$ cat config.mk
export PLATFORM = sky130hd
export DESIGN_NAME = button_debouncer_flat
export DESIGN_NICKNAME = d
export VERILOG_FILES = /design/src/rtl/button_debouncer_pkg.sv /design/src/rtl/button_debouncer_if.sv /design/src/rtl/button_debouncer_channel.sv /design/src/rtl/button_debouncer.sv /design/src/flat_wrapper.sv
export SDC_FILE = /design/constraint.sdc
export NUM_CORES = 1
export LEC_CHECK = 0
export BUFFER_PORTS_ARGS = -buffer_cell sky130_fd_sc_hd__buf_4
export CAP_MARGIN = 20
export CORE_ASPECT_RATIO = 0.6
export CORE_MARGIN = 4
export CORE_UTILIZATION = 35
export DETAILED_ROUTE_END_ITERATION = 12
export PLACE_DENSITY = 0.47
export SLEW_MARGIN = 20
export SYNTH_ARGS = -nofsm -noshare
export SYNTH_HDL_FRONTEND = slang
export SYNTH_SLANG_ARGS = --single-unit
export TNS_END_PERCENT = 20
$ cat constraint.sdc
create_clock -name clk_in -period 2 [get_ports clk_in]
set_input_delay 0.3 -clock clk_in [delete_from_list [all_inputs] [get_ports clk_in]]
set_output_delay 0.3 -clock clk_in [all_outputs]
set_load 0.01 [all_outputs]
$ cat src/rtl/button_debouncer_pkg.sv
// button_debouncer_pkg: shared types and constants for the push-button debouncer.
// Provides the per-channel FSM state encoding, default debounce constants
// (200 Hz sample tick, 20 ms acceptance window) and a counter-width helper.
// Optional feature macro used by the other files: DEBOUNCE_RELEASE_PULSE_EN.
package button_debouncer_pkg;

    // Per-channel debounce FSM states
    typedef enum logic [1:0] {
        ST_IDLE        = 2'd0,
        ST_ARM_PRESS   = 2'd1,
        ST_HELD        = 2'd2,
        ST_ARM_RELEASE = 2'd3
    } db_state_e;

    // Default sampling rate and acceptance window
    localparam int DEFAULT_TICK_HZ   = 200;
    localparam int DEFAULT_WINDOW_MS = 20;

    // 20 ms at 200 Hz -> 4 consecutive agreeing samples
    localparam int DEFAULT_STABLE_TICKS =
        (DEFAULT_WINDOW_MS * DEFAULT_TICK_HZ) / 1000;

    localparam int DEFAULT_NUM_BUTTONS = 5;

    // Width of a counter that must hold values 0..n
    function automatic int cnt_width(input int n);
        if (n < 1) begin
            return 1;
        end
        return $clog2(n + 1);
    endfunction

endpackage

$ cat src/rtl/button_debouncer_if.sv
// button_debouncer_if: handshake-free bundle between board buttons and the game FSM.
// Signals: sample_tick (tick enable), btn_raw (raw buttons), btn_level,
// btn_pressed and, with DEBOUNCE_RELEASE_PULSE_EN, btn_released.
// master = stimulus/consumer side, slave = the debouncer.
interface button_debouncer_if
    import button_debouncer_pkg::*;
#(
    parameter int NUM_BUTTONS = DEFAULT_NUM_BUTTONS
);

    logic                   sample_tick;
    logic [NUM_BUTTONS-1:0] btn_raw;
    logic [NUM_BUTTONS-1:0] btn_level;
    logic [NUM_BUTTONS-1:0] btn_pressed;
`ifdef DEBOUNCE_RELEASE_PULSE_EN
    logic [NUM_BUTTONS-1:0] btn_released;
`endif

`ifdef DEBOUNCE_RELEASE_PULSE_EN
    modport master (
        output sample_tick,
        output btn_raw,
        input  btn_level,
        input  btn_pressed,
        input  btn_released
    );

    modport slave (
        input  sample_tick,
        input  btn_raw,
        output btn_level,
        output btn_pressed,
        output btn_released
    );
`else
    modport master (
        output sample_tick,
        output btn_raw,
        input  btn_level,
        input  btn_pressed
    );

    modport slave (
        input  sample_tick,
        input  btn_raw,
        output btn_level,
        output btn_pressed
    );
`endif

endinterface

$ cat src/rtl/button_debouncer_channel.sv
// debounce_channel: one button: 2-flop synchronizer + debounce FSM + stability counter.
// Ports: clk_in, rst (async, active-high), i_tick (sample enable), i_raw (raw button),
// o_level (debounced level), o_pressed (1-cycle press pulse),
// o_released (1-cycle release pulse, only with DEBOUNCE_RELEASE_PULSE_EN).
module debounce_channel
    import button_debouncer_pkg::*;
#(
    parameter int STABLE_TICKS = DEFAULT_STABLE_TICKS
)(
    input  logic clk_in,
    input  logic rst,
    input  logic i_tick,
    input  logic i_raw,
    output logic o_level,
`ifdef DEBOUNCE_RELEASE_PULSE_EN
    output logic o_released,
`endif
    output logic o_pressed
);

    localparam int CW = cnt_width(STABLE_TICKS);

    localparam logic [CW-1:0] LAST = CW'(STABLE_TICKS);
    localparam logic [CW-1:0] ONE  = CW'(1);

    // A one-tick window skips both ARM states
    localparam bit SINGLE = (STABLE_TICKS == 1);

    logic          r_meta;
    logic          r_sync;
    db_state_e     r_state;
    logic [CW-1:0] r_cnt;
    logic          r_level;
    logic          r_pressed;
`ifdef DEBOUNCE_RELEASE_PULSE_EN
    logic          r_released;
`endif

    logic [CW-1:0] w_cnt_inc;

    assign w_cnt_inc = r_cnt + ONE;

    // Synchronizer runs every clock, independent of the tick
    always_ff @(posedge clk_in or posedge rst) begin
        if (rst) begin
            r_meta <= 1'b0;
            r_sync <= 1'b0;
        end else begin
            r_meta <= i_raw;
            r_sync <= r_meta;
        end
    end

    // Debounce FSM; advances only on tick cycles, pulses last one clock
    always_ff @(posedge clk_in or posedge rst) begin
        if (rst) begin
            r_state    <= ST_IDLE;
            r_cnt      <= '0;
            r_level    <= 1'b0;
            r_pressed  <= 1'b0;
`ifdef DEBOUNCE_RELEASE_PULSE_EN
            r_released <= 1'b0;
`endif
        end else begin
            r_pressed  <= 1'b0;
`ifdef DEBOUNCE_RELEASE_PULSE_EN
            r_released <= 1'b0;
`endif
            if (i_tick) begin
                unique case (r_state)
                    ST_IDLE: begin
                        if (r_sync) begin
                            if (SINGLE) begin
                                r_state   <= ST_HELD;
                                r_cnt     <= '0;
                                r_level   <= 1'b1;
                                r_pressed <= 1'b1;
                            end else begin
                                r_state <= ST_ARM_PRESS;
                                r_cnt   <= ONE;
                            end
                        end else begin
                            r_cnt <= '0;
                        end
                    end
                    ST_ARM_PRESS: begin
                        if (r_sync) begin
                            if (w_cnt_inc == LAST) begin
                                r_state   <= ST_HELD;
                                r_cnt     <= '0;
                                r_level   <= 1'b1;
                                r_pressed <= 1'b1;
                            end else begin
                                r_cnt <= w_cnt_inc;
                            end
                        end else begin
                            // Bounce: drop partial count
                            r_state <= ST_IDLE;
                            r_cnt   <= '0;
                        end
                    end
                    ST_HELD: begin
                        if (!r_sync) begin
                            if (SINGLE) begin
                                r_state    <= ST_IDLE;
                                r_cnt      <= '0;
                                r_level    <= 1'b0;
`ifdef DEBOUNCE_RELEASE_PULSE_EN
                                r_released <= 1'b1;
`endif
                            end else begin
                                r_state <= ST_ARM_RELEASE;
                                r_cnt   <= ONE;
                            end
                        end
                    end
                    ST_ARM_RELEASE: begin
                        if (!r_sync) begin
                            if (w_cnt_inc == LAST) begin
                                r_state    <= ST_IDLE;
                                r_cnt      <= '0;
                                r_level    <= 1'b0;
`ifdef DEBOUNCE_RELEASE_PULSE_EN
                                r_released <= 1'b1;
`endif
                            end else begin
                                r_cnt <= w_cnt_inc;
                            end
                        end else begin
                            r_state <= ST_HELD;
                            r_cnt   <= '0;
                        end
                    end
                    default: begin
                        r_state <= ST_IDLE;
                        r_cnt   <= '0;
                        r_level <= 1'b0;
                    end
                endcase
            end
        end
    end

    assign o_level    = r_level;
    assign o_pressed  = r_pressed;
`ifdef DEBOUNCE_RELEASE_PULSE_EN
    assign o_released = r_released;
`endif

endmodule

$ cat src/rtl/button_debouncer.sv
// button_debouncer: multi-channel push-button debouncer driven by a 200 Hz tick.
// Ports: clk_in, rst (async, active-high), bus (slave modport: sample_tick,
// btn_raw in; btn_level, btn_pressed and, with DEBOUNCE_RELEASE_PULSE_EN, btn_released out).
// Each channel is an independent debounce_channel instance.
module button_debouncer
    import button_debouncer_pkg::*;
#(
    parameter int NUM_BUTTONS  = DEFAULT_NUM_BUTTONS,
    parameter int STABLE_TICKS = DEFAULT_STABLE_TICKS
)(
    input  logic                clk_in,
    input  logic                rst,
    button_debouncer_if.slave   bus
);

    logic [NUM_BUTTONS-1:0] w_level;
    logic [NUM_BUTTONS-1:0] w_pressed;
`ifdef DEBOUNCE_RELEASE_PULSE_EN
    logic [NUM_BUTTONS-1:0] w_released;
`endif

    for (genvar g = 0; g < NUM_BUTTONS; g++) begin : g_ch
        debounce_channel #(
            .STABLE_TICKS (STABLE_TICKS)
        ) u_ch (
            .clk_in     (clk_in),
            .rst        (rst),
            .i_tick     (bus.sample_tick),
            .i_raw      (bus.btn_raw[g]),
            .o_level    (w_level[g]),
`ifdef DEBOUNCE_RELEASE_PULSE_EN
            .o_released (w_released[g]),
`endif
            .o_pressed  (w_pressed[g])
        );
    end

    assign bus.btn_level    = w_level;
    assign bus.btn_pressed  = w_pressed;
`ifdef DEBOUNCE_RELEASE_PULSE_EN
    assign bus.btn_released = w_released;
`endif

endmodule

$ cat src/flat_wrapper.sv
// flat-port wrapper written by rule: the top's interface ports become plain ports
module button_debouncer_flat import button_debouncer_pkg::*;
#(
    parameter int NUM_BUTTONS  = DEFAULT_NUM_BUTTONS,
    parameter int STABLE_TICKS = DEFAULT_STABLE_TICKS
)
  (clk_in, rst, bus_sample_tick, bus_btn_raw, bus_btn_level, bus_btn_pressed);
  button_debouncer_if #(.NUM_BUTTONS(NUM_BUTTONS)) bus_i ();
  input  logic clk_in;
  input  logic rst;
  input wire logic [$bits(bus_i.sample_tick)-1:0] bus_sample_tick;
  input wire logic [$bits(bus_i.btn_raw)-1:0] bus_btn_raw;
  output wire logic [$bits(bus_i.btn_level)-1:0] bus_btn_level;
  output wire logic [$bits(bus_i.btn_pressed)-1:0] bus_btn_pressed;
  assign bus_i.sample_tick = bus_sample_tick;
  assign bus_i.btn_raw = bus_btn_raw;
  assign bus_btn_level = bus_i.btn_level;
  assign bus_btn_pressed = bus_i.btn_pressed;
  button_debouncer #(.NUM_BUTTONS(NUM_BUTTONS), .STABLE_TICKS(STABLE_TICKS)) u_core (.clk_in(clk_in), .rst(rst), .bus(bus_i));
endmodule
After elaboration in Yosys (flattened, before gate mapping). Cells that the tools add are included.

Bits in registers: 45. Input bits: 8. Word-level logic and storage cells: 230.

$add $sub $neg: 5. Eq/ne operators: 60. Mux-type cells: 110. Reduce and logical (&&, ||, !) cells: 25.

Operators by type and width (count): 2-to-1 mux 2 bit (30); 2-to-1 mux 3 bit (20); inequality test 2 bit, second input constant (30); case mux 3 bit (4 select lines) (5); 2-to-1 mux 1 bit (45); case mux 2 bit (4 select lines) (5); inequality test 3 bit, second input constant (10); AND reduction 6 bit (5); AND reduction 5 bit (5); equality test 2 bit, second input constant (10); adder 3 x 1 -> 3 bit, second input constant (5); equality test 3 bit, second input constant (5); equality test 2 x 1 -> 1 bit, second input constant (5); logical NOT 2 bit (5); case mux 1 bit (2 select lines) (5); AND reduction 2 bit (5); nonzero test 2 bit (5).

Depth between registers and ports, before layout. Gate-level depths: netlist (run 1).

Depth in word-level cells: 6. Gate-level depth with buffers: 6. Gate-level depth less buffers: 6.

Cells and area by module. Synthesis (run 1) repeated with hierarchy kept, for this count alone.

Cell total of the unflattened synthesis: 220. Area, all modules: 2289.7 um^2.

Modules (own cells, without submodules): debounce_channel (instances 5, cells an instance 44, area each 457.9 um^2, sequential area each 225.2 um^2).

Worst setup path after synthesis (run 1). OpenSTA, ideal clock, no wires.

Path type: register to register. Start point: register u_core.g_ch[2].u_ch.r_cnt[0]. End point: register u_core.g_ch[2].u_ch.r_cnt[2]. Setup time: 0.087 ns. Arrival time: 1.420 ns. Required time: 1.913 ns. Path slack: 0.494 ns. Stages on the path, launching flop included: 5. Buffers on the path: 0. Cell sequence: dfrtp_1 > ha_1 > or2b_2 > or4_1 > o211ai_1.

Cells in the longest elaborated chain, start to end: 5.

Ends and longest elaborated chain: start, declared (RTL line button_debouncer_channel.sv:32) `logic [CW-1:0] r_cnt;`; start signal, assigned (RTL line button_debouncer_channel.sv:94) `r_cnt <= w_cnt_inc;`; start signal, assigned (RTL line button_debouncer_channel.sv:127) `r_cnt <= w_cnt_inc;`; adder 3 x 1 -> 3 bit * (RTL line button_debouncer_channel.sv:41) `assign w_cnt_inc = r_cnt + ONE;`; equality test 3 bit (RTL line button_debouncer_channel.sv:88, button_debouncer_channel.sv:119); 2-to-1 mux 3 bit * (RTL line button_debouncer_channel.sv:88, button_debouncer_channel.sv:119); 2-to-1 mux 3 bit (on tied branches) (RTL line button_debouncer_channel.sv:118, button_debouncer_channel.sv:87); case mux 3 bit (4 select lines) * (RTL line button_debouncer_channel.sv:70) `unique case (r_state)`.

Every way passes the cells marked *; elsewhere a longest branch is shown, timed or not. A chain may end at the register's enable or synchronous reset.

Worst setup path after layout (run 1). Same ends and word-level chain as after synthesis.

==> impl_metrics.py, run 1 <==
metrics = {
    "setup_path": {
        "cp-endpoint": "u_core.g_ch[2].u_ch.r_cnt[2]$_DFFE_PP0P_",
        "worstSetupEndpointType": "flip-flop",
        "worst-path-buf-inv": 0,
        "reg2reg_from": "u_core.g_ch[2].u_ch.r_cnt[0]$_DFFE_PP0P_",
        "crit_family": "simple AND/OR/NAND/NOR gates",
        "cp_cell_sequence": "ha_1 > or2b_2 > or4_1 > o211ai_1",
        "crit_cells": 4,
        "reg2reg_slack_ps": 420,
        "critical_path_class": "flip-flop to flip-flop",
        "cp_max_fo": 4,
        "critPathSlowestCell": "or4_1",
        "slowest_delay_ps": 470,
        "worstPathArrival_ps": 1790,
        "crit_required_ps": 2220,
        "startpoint": "u_core.g_ch[2].u_ch.r_cnt[0]$_DFFE_PP0P_",
        "rr_endpoint": "u_core.g_ch[2].u_ch.r_cnt[2]$_DFFE_PP0P_",
        "ff2ff_path_depth": 4,
        "worst_setup_path_start_kind": "flip-flop",
    },
    "layout": {
        "mostFrequentLayoutCells": "dfrtp_1, nand2_1, buf_4",
        "stdcell_count": 299,
        "drive_above_1_share": 0.146,
        "layout_commonest_cell": "dfrtp_1",
        "fin_util": 0.412,
        "syn2layout_area_growth_pct": 9.76,
        "antenna-diode-count": 0,
        "nets": 241,
        "n_fill_cell": 543,
        "post-route-cell-area_um2": 2390,
    },
    "logic_synthesis": {
        "yosysWarnings": 0,
        "synthDistinctLibCells": 35,
        "synth_top_area_share": 0.517,
        "ys_seq_elements": 45,
        "yosys.area.top_type": "dfrtp_1",
        "netlist_area_um2": 2180,
        "syn_inst": 209,
        "yosysSeqAreaShare": 0.517,
        "synth.avg_cell_area_um2": 10.4,
        "synthTopCellsByArea": "dfrtp_1, ha_1, nand2_1",
        "synth_nets": 232,
    },
    "floorplanning": {
        "boundaryPins": 18,
        "die-area_um2": 7600,
        "start_util": 0.375,
        "num_rows": 21,
        "core_area_um2": 5810,
        "fp.dieW_um": 110,
        "die_h_um": 69.1,
    },
    "timing": {
        "whs_ps": 108,
        "finalHoldViolCount": 0,
        "slew_violations": 0,
        "worst_pin_slew_ps": 574,
        "fin_crit_sh": 0.789,
        "skew_ps": 6.10,
        "max_clock_freq_mhz": 634,
        "max-slew-margin-rel": 0.617,
        "worst_slack_ps": 422,
        "rsz0062_at_grt": "no",
        "fin_crit_ps": 1580,
        "tns_ps": 0,
        "setup_viol": 0,
    },
    "global_route": {
        "grt_overflow": 0,
        "grt_util_all_layers": 0.114,
        "antenna_found_initial": 0,
        "grt_pass1_wl_um": 6960,
        "grt_pass1_vias": 1564,
        "grt_max_degree": 46,
    },
    "clocking": {
        "post-cts-setup-buffers": 0,
        "insertion_delay_ps": 290,
        "clock-root-buffer": "clkbuf_8",
        "cts_buffer_depth": 2,
        "clkTransAtPathRegs_ps": 80,
        "cts.sinks": 45,
        "ctsResizeCount": 0,
        "ctsHoldBuffers": 0,
        "cts.htree.levels": 2,
        "numCtsBuffers": 5,
        "tritoncts": "yes",
    },
    "route": {
        "vias": 1456,
        "routed_wl_um": 3740,
        "viasPerCell": 4.87,
        "postRouteAntennaNets": 0,
        "drt_iter0_markers": 74,
        "remaining_drc_errors": 0,
        "wl_per_cell_um": 12.5,
        "dr.pass1.iters": 4,
    },
    "place": {
        "dp_slack_ps": 412,
        "place_congestion": 0.778,
        "placed_cells": 291,
        "io_buffers": 17,
        "dp_hpwl_um": 2610,
        "placed_cell_area_um2": 2310,
    },
    "power": {
        "peakVddDrop_mv": 0.356,
        "p_leak_nw": 1.08,
        "p_total_mw": 2.48,
        "power.density_nw_per_um2": 1040,
    },
    "outcome": {
        "status": "finished, final reports clean",
    },
    "worst_hold_path": {
        "hp-class": "primary input to flip-flop",
    },
    "run": {
        "maxCapViolations": 0,
    },
}
-- per-layer routing --
layer / vias up / share of wire / global-route usage
met4: 0 / 0.0091 / 0.0443
met2: 14 / 0.48 / 0.185
li1: 730 / - / -
met5: - / 0 / 0
met1: 708 / 0.48 / 0.142
met3: 4 / 0.033 / 0.0354
-- cell usage after synthesis (all sizes together) --
cell type and number:
a21o 4, a22o 5, a32o 2, clkbuf 3
o221ai 1, dfrtp 45, nand3 6, o211ai 1
nand2 23, xor2 1, or4 2, mux2 3
a211oi 4, nor3b 1, ha 15, a311oi 1
a221o 2, buf 14, and3b 1, and3 1
nor2 10, xnor2 5, o21bai 1, and2 1
o22ai 2, or2b 2, inv 15, nand4 4
nor2b 3, a21oi 11, o21ai 17, nand3b 2
nand2b 1
-- how the worst min path moves through the flow --
| stage | from | endpoint | slack (ps) | cells after the start |
|---|---|---|---|---|
| after global routing | bus_btn_raw[4] | u_core.g_ch[4].u_ch.r_meta$_DFF_PP0_ | 90 | 1 |
| after detailed placement | u_core.g_ch[0].u_ch.r_meta$_DFF_PP0_ | u_core.g_ch[0].u_ch.r_sync$_DFF_PP0_ | 340 | 0 |
| after floorplan | u_core.g_ch[0].u_ch.r_meta$_DFF_PP0_ | u_core.g_ch[0].u_ch.r_sync$_DFF_PP0_ | 330 | 0 |
| final | bus_btn_raw[4] | u_core.g_ch[4].u_ch.r_meta$_DFF_PP0_ | 110 | 1 |
| after global placement | u_core.g_ch[0].u_ch.r_meta$_DFF_PP0_ | u_core.g_ch[0].u_ch.r_sync$_DFF_PP0_ | 330 | 0 |
| after CTS | bus_btn_raw[3] | u_core.g_ch[3].u_ch.r_meta$_DFF_PP0_ | 100 | 1 |
-- area by class of cell --
class	count	area [um2]	share of cell area
well taps	80	100	0.0418
flip-flops and latches	45	1130	0.471
inverters	15	56.3	0.0235
repair buffers	19	143	0.0596
multi-input cells	132	885	0.370
clock buffers	6	72.6	0.0303
clock inverters	2	10.0	0.00418
-- kinds of logic (layout without fill, tap and decap cells) --
| kind of cell | Yosys count | after routing | share of synthesized area |
|---|---|---|---|
| DFF | 45 | 45 | 0.517 |
| AOI/OAI and AO/OA | 51 | 51 | 0.151 |
| buffers and inverters | 32 | 42 | 0.0775 |
| adders and majority gates | 15 | 15 | 0.0861 |
| muxes | 3 | 3 | 0.0155 |
| and+or+nand+nor | 57 | 57 | 0.129 |
| xor gates and xnor gates | 6 | 6 | 0.0241 |
-- power by group --
part	internal, mW	switching [mW]
combinational	0.301	0.301
sequential	1.09	0.247
clock	0.243	0.297
total	1.63	0.845
Power figures use the tool's default switching activity.
==> inputs of run 2 (changes only) <==
==> constraint.sdc (replaced) <==
create_clock -name clk_in -period 1.6 [get_ports clk_in]
set_input_delay 0.24 -clock clk_in [delete_from_list [all_inputs] [get_ports clk_in]]
set_output_delay 0.24 -clock clk_in [all_outputs]
set_load 0.01 [all_outputs]
==> run 2 against run 1 <==
Effect of this change: hold slack worse by 61 ps; via count hardly changed; sequential power is 24% higher; routed wire length is 2.8% lower; non-clock buffer count is 3 higher; worst setup slack worse by 320 ps; sequential share of layout area is 1.7 points lower; final cell count is 1.0% higher; power is 39% higher; first-iteration DRC count is 11% higher; clock power is 85% higher; highest routed layer unchanged; clock skew is 4.1 ps higher; critical path type unchanged.
==> impl_metrics.py, run 2 (same netlist as run 1, synthesis figures left out) <==
metrics = {
    "timing": {
        "setup_viol": 0,
        "skew_ps": 10.2,
        "worst_pin_slew_ps": 323,
        "slew_violations": 0,
        "fin_crit_sh": 0.939,
        "max_clock_freq_mhz": 666,
        "whs_ps": 47.6,
        "rsz0062_at_grt": "no",
        "max-slew-margin-rel": 0.785,
        "fin_crit_ps": 1500,
        "tns_ps": 0,
        "finalHoldViolCount": 0,
    },
    "power": {
        "p_leak_nw": 1.12,
        "power_frac_seq": 0.482,
        "p_sw_frac": 0.309,
        "clock_power_share": 0.289,
        "switchingPower_mw": 1.06,
        "p_total_mw": 3.45,
        "p_int_mw": 2.38,
        "pwr-share-comb": 0.229,
        "peakVddDrop_mv": 0.375,
        "power.density_nw_per_um2": 1390,
    },
    "clocking": {
        "cts_buffer_depth": 2,
        "tritoncts": "yes",
        "post-cts-setup-buffers": 0,
        "insertion_delay_ps": 290,
        "numCtsBuffers": 5,
        "clock-root-buffer": "clkbuf_8",
        "cts.htree.levels": 2,
        "clkTransAtPathRegs_ps": 90,
        "cts.sinks": 45,
    },
    "setup_path": {
        "worstSetupEndpointType": "flip-flop",
        "worstPathArrival_ps": 1720,
        "cp_max_fo": 3,
        "crit_required_ps": 1820,
        "critical_path_class": "flip-flop to flip-flop",
        "worst_setup_path_start_kind": "flip-flop",
    },
    "layout": {
        "drive_above_1_share": 0.162,
        "layout_commonest_cell": "dfrtp_1",
        "mostFrequentLayoutCells": "dfrtp_1, nand2_1, buf_4",
        "post-route-cell-area_um2": 2480,
        "n_fill_cell": 541,
        "syn2layout_area_growth_pct": 13.9,
        "antenna-diode-count": 0,
        "nets": 244,
    },
    "floorplanning": {
        "die-area_um2": 7600,
        "core_area_um2": 5810,
        "boundaryPins": 18,
        "num_rows": 21,
        "fp.dieW_um": 110,
        "die_h_um": 69.1,
        "start_util": 0.375,
    },
    "outcome": {
        "status": "finished, final reports clean",
    },
    "route": {
        "postRouteAntennaNets": 0,
        "remaining_drc_errors": 0,
        "drt_iter0_markers": 82,
        "vias": 1457,
        "dr.pass1.iters": 4,
        "viasPerCell": 4.82,
        "routed_wl_um": 3640,
        "wl_per_cell_um": 12.0,
    },
    "global_route": {
        "grt_max_degree": 46,
        "antenna_found_initial": 0,
        "grt_overflow": 0,
        "grt_util_all_layers": 0.106,
        "grt_pass1_wl_um": 6490,
        "grt_pass1_vias": 1450,
    },
    "place": {
        "placed_cell_area_um2": 2340,
        "place_congestion": 0.732,
        "dp_hpwl_um": 2590,
        "io_buffers": 17,
    },
    "worst_hold_path": {
        "hp-class": "primary input to flip-flop",
    },
    "run": {
        "maxCapViolations": 0,
    },
}
[run 2: cell count changes in the layout (fill, tap and decap cells not counted)]
cell,change
bufinv_16,+2
buf_12,+1
buf_4,+1
clkbuf_1,-1
clkinv_2,-1
dlygate4sd3_1,+1
ha_1,-1
ha_2,+1
[run 2: final timing paths]
path | start | to | slack (ps) | cells after the start
min reg2reg | u_core.g_ch[2].u_ch.r_meta$_DFF_PP0_ | u_core.g_ch[2].u_ch.r_sync$_DFF_PP0_ | 350 | 0
min | bus_btn_raw[4] | u_core.g_ch[4].u_ch.r_meta$_DFF_PP0_ | 50 | 1
max | u_core.g_ch[2].u_ch.r_cnt[0]$_DFFE_PP0P_ | u_core.g_ch[2].u_ch.r_cnt[2]$_DFFE_PP0P_ | 100 | 4
min in group asynchronous | rst | u_core.g_ch[0].u_ch.o_pressed$_DFF_PP0_ | 530 | 4
max in group asynchronous | rst | u_core.g_ch[2].u_ch.r_state[0]$_DFFE_PP0P_ | 850 | 4
max reg2reg | u_core.g_ch[2].u_ch.r_cnt[0]$_DFFE_PP0P_ | u_core.g_ch[2].u_ch.r_cnt[2]$_DFFE_PP0P_ | 100 | 4
[run 2: layer usage]
metal | share of wire | vias up | global-route usage
li1 | - | 732 | -
met4 | 0.013 | 0 | 0.0387
met2 | 0.46 | 22 | 0.157
met3 | 0.039 | 6 | 0.0336
met1 | 0.49 | 697 | 0.144
met5 | 0 | - | 0
[run 2: worst max-delay path: stages (launching register included)]
cell	delay, ps
dfrtp_1	400
ha_2	200
or2b_2	280
or4_1	470
o211ai_1	90
[run 2: final cells by class]
| cell class | instances | area, um2 | area share |
|---|---|---|---|
| Clock inverter | 3 | 65.1 | 0.0262 |
| Clock buffer | 5 | 68.8 | 0.0277 |
| Sequential cell | 45 | 1130 | 0.453 |
| Tap cell | 80 | 100 | 0.0403 |
| Timing Repair Buffer | 22 | 180 | 0.0725 |
| Inverter | 15 | 56.3 | 0.0227 |
| Multi-Input combinational cell | 132 | 887 | 0.357 |
[run 2: power by group through the flow]
| stage | clock network [mW] | logic, mW | registers (mW) |
|---|---|---|---|
| after floorplan | 0 | 0.679 | 1.57 |
| after global placement | 0 | 0.754 | 1.67 |
| after detailed placement | 0 | 0.790 | 1.68 |
| after CTS | 1.04 | 0.802 | 1.66 |
| after global routing | 1.09 | 0.925 | 1.71 |
| final | 0.997 | 0.791 | 1.66 |
[run 2: metrics by stage]
step                       util  worst slack (ps)  instances
after global placement    0.402              98.6        293
final                     0.428              98.1        302
after detailed placement  0.402              46.1        293
after floorplan               -              93.5        209
after global routing      0.428              24.7        302
after CTS                 0.427              47.8        302
[run 2: repair_timing]
item	CTS	global route
endpoints found under the setup margin	0	1
resized for setup	0	1
hold buffers	1	0
hold endpoints to repair	45	0
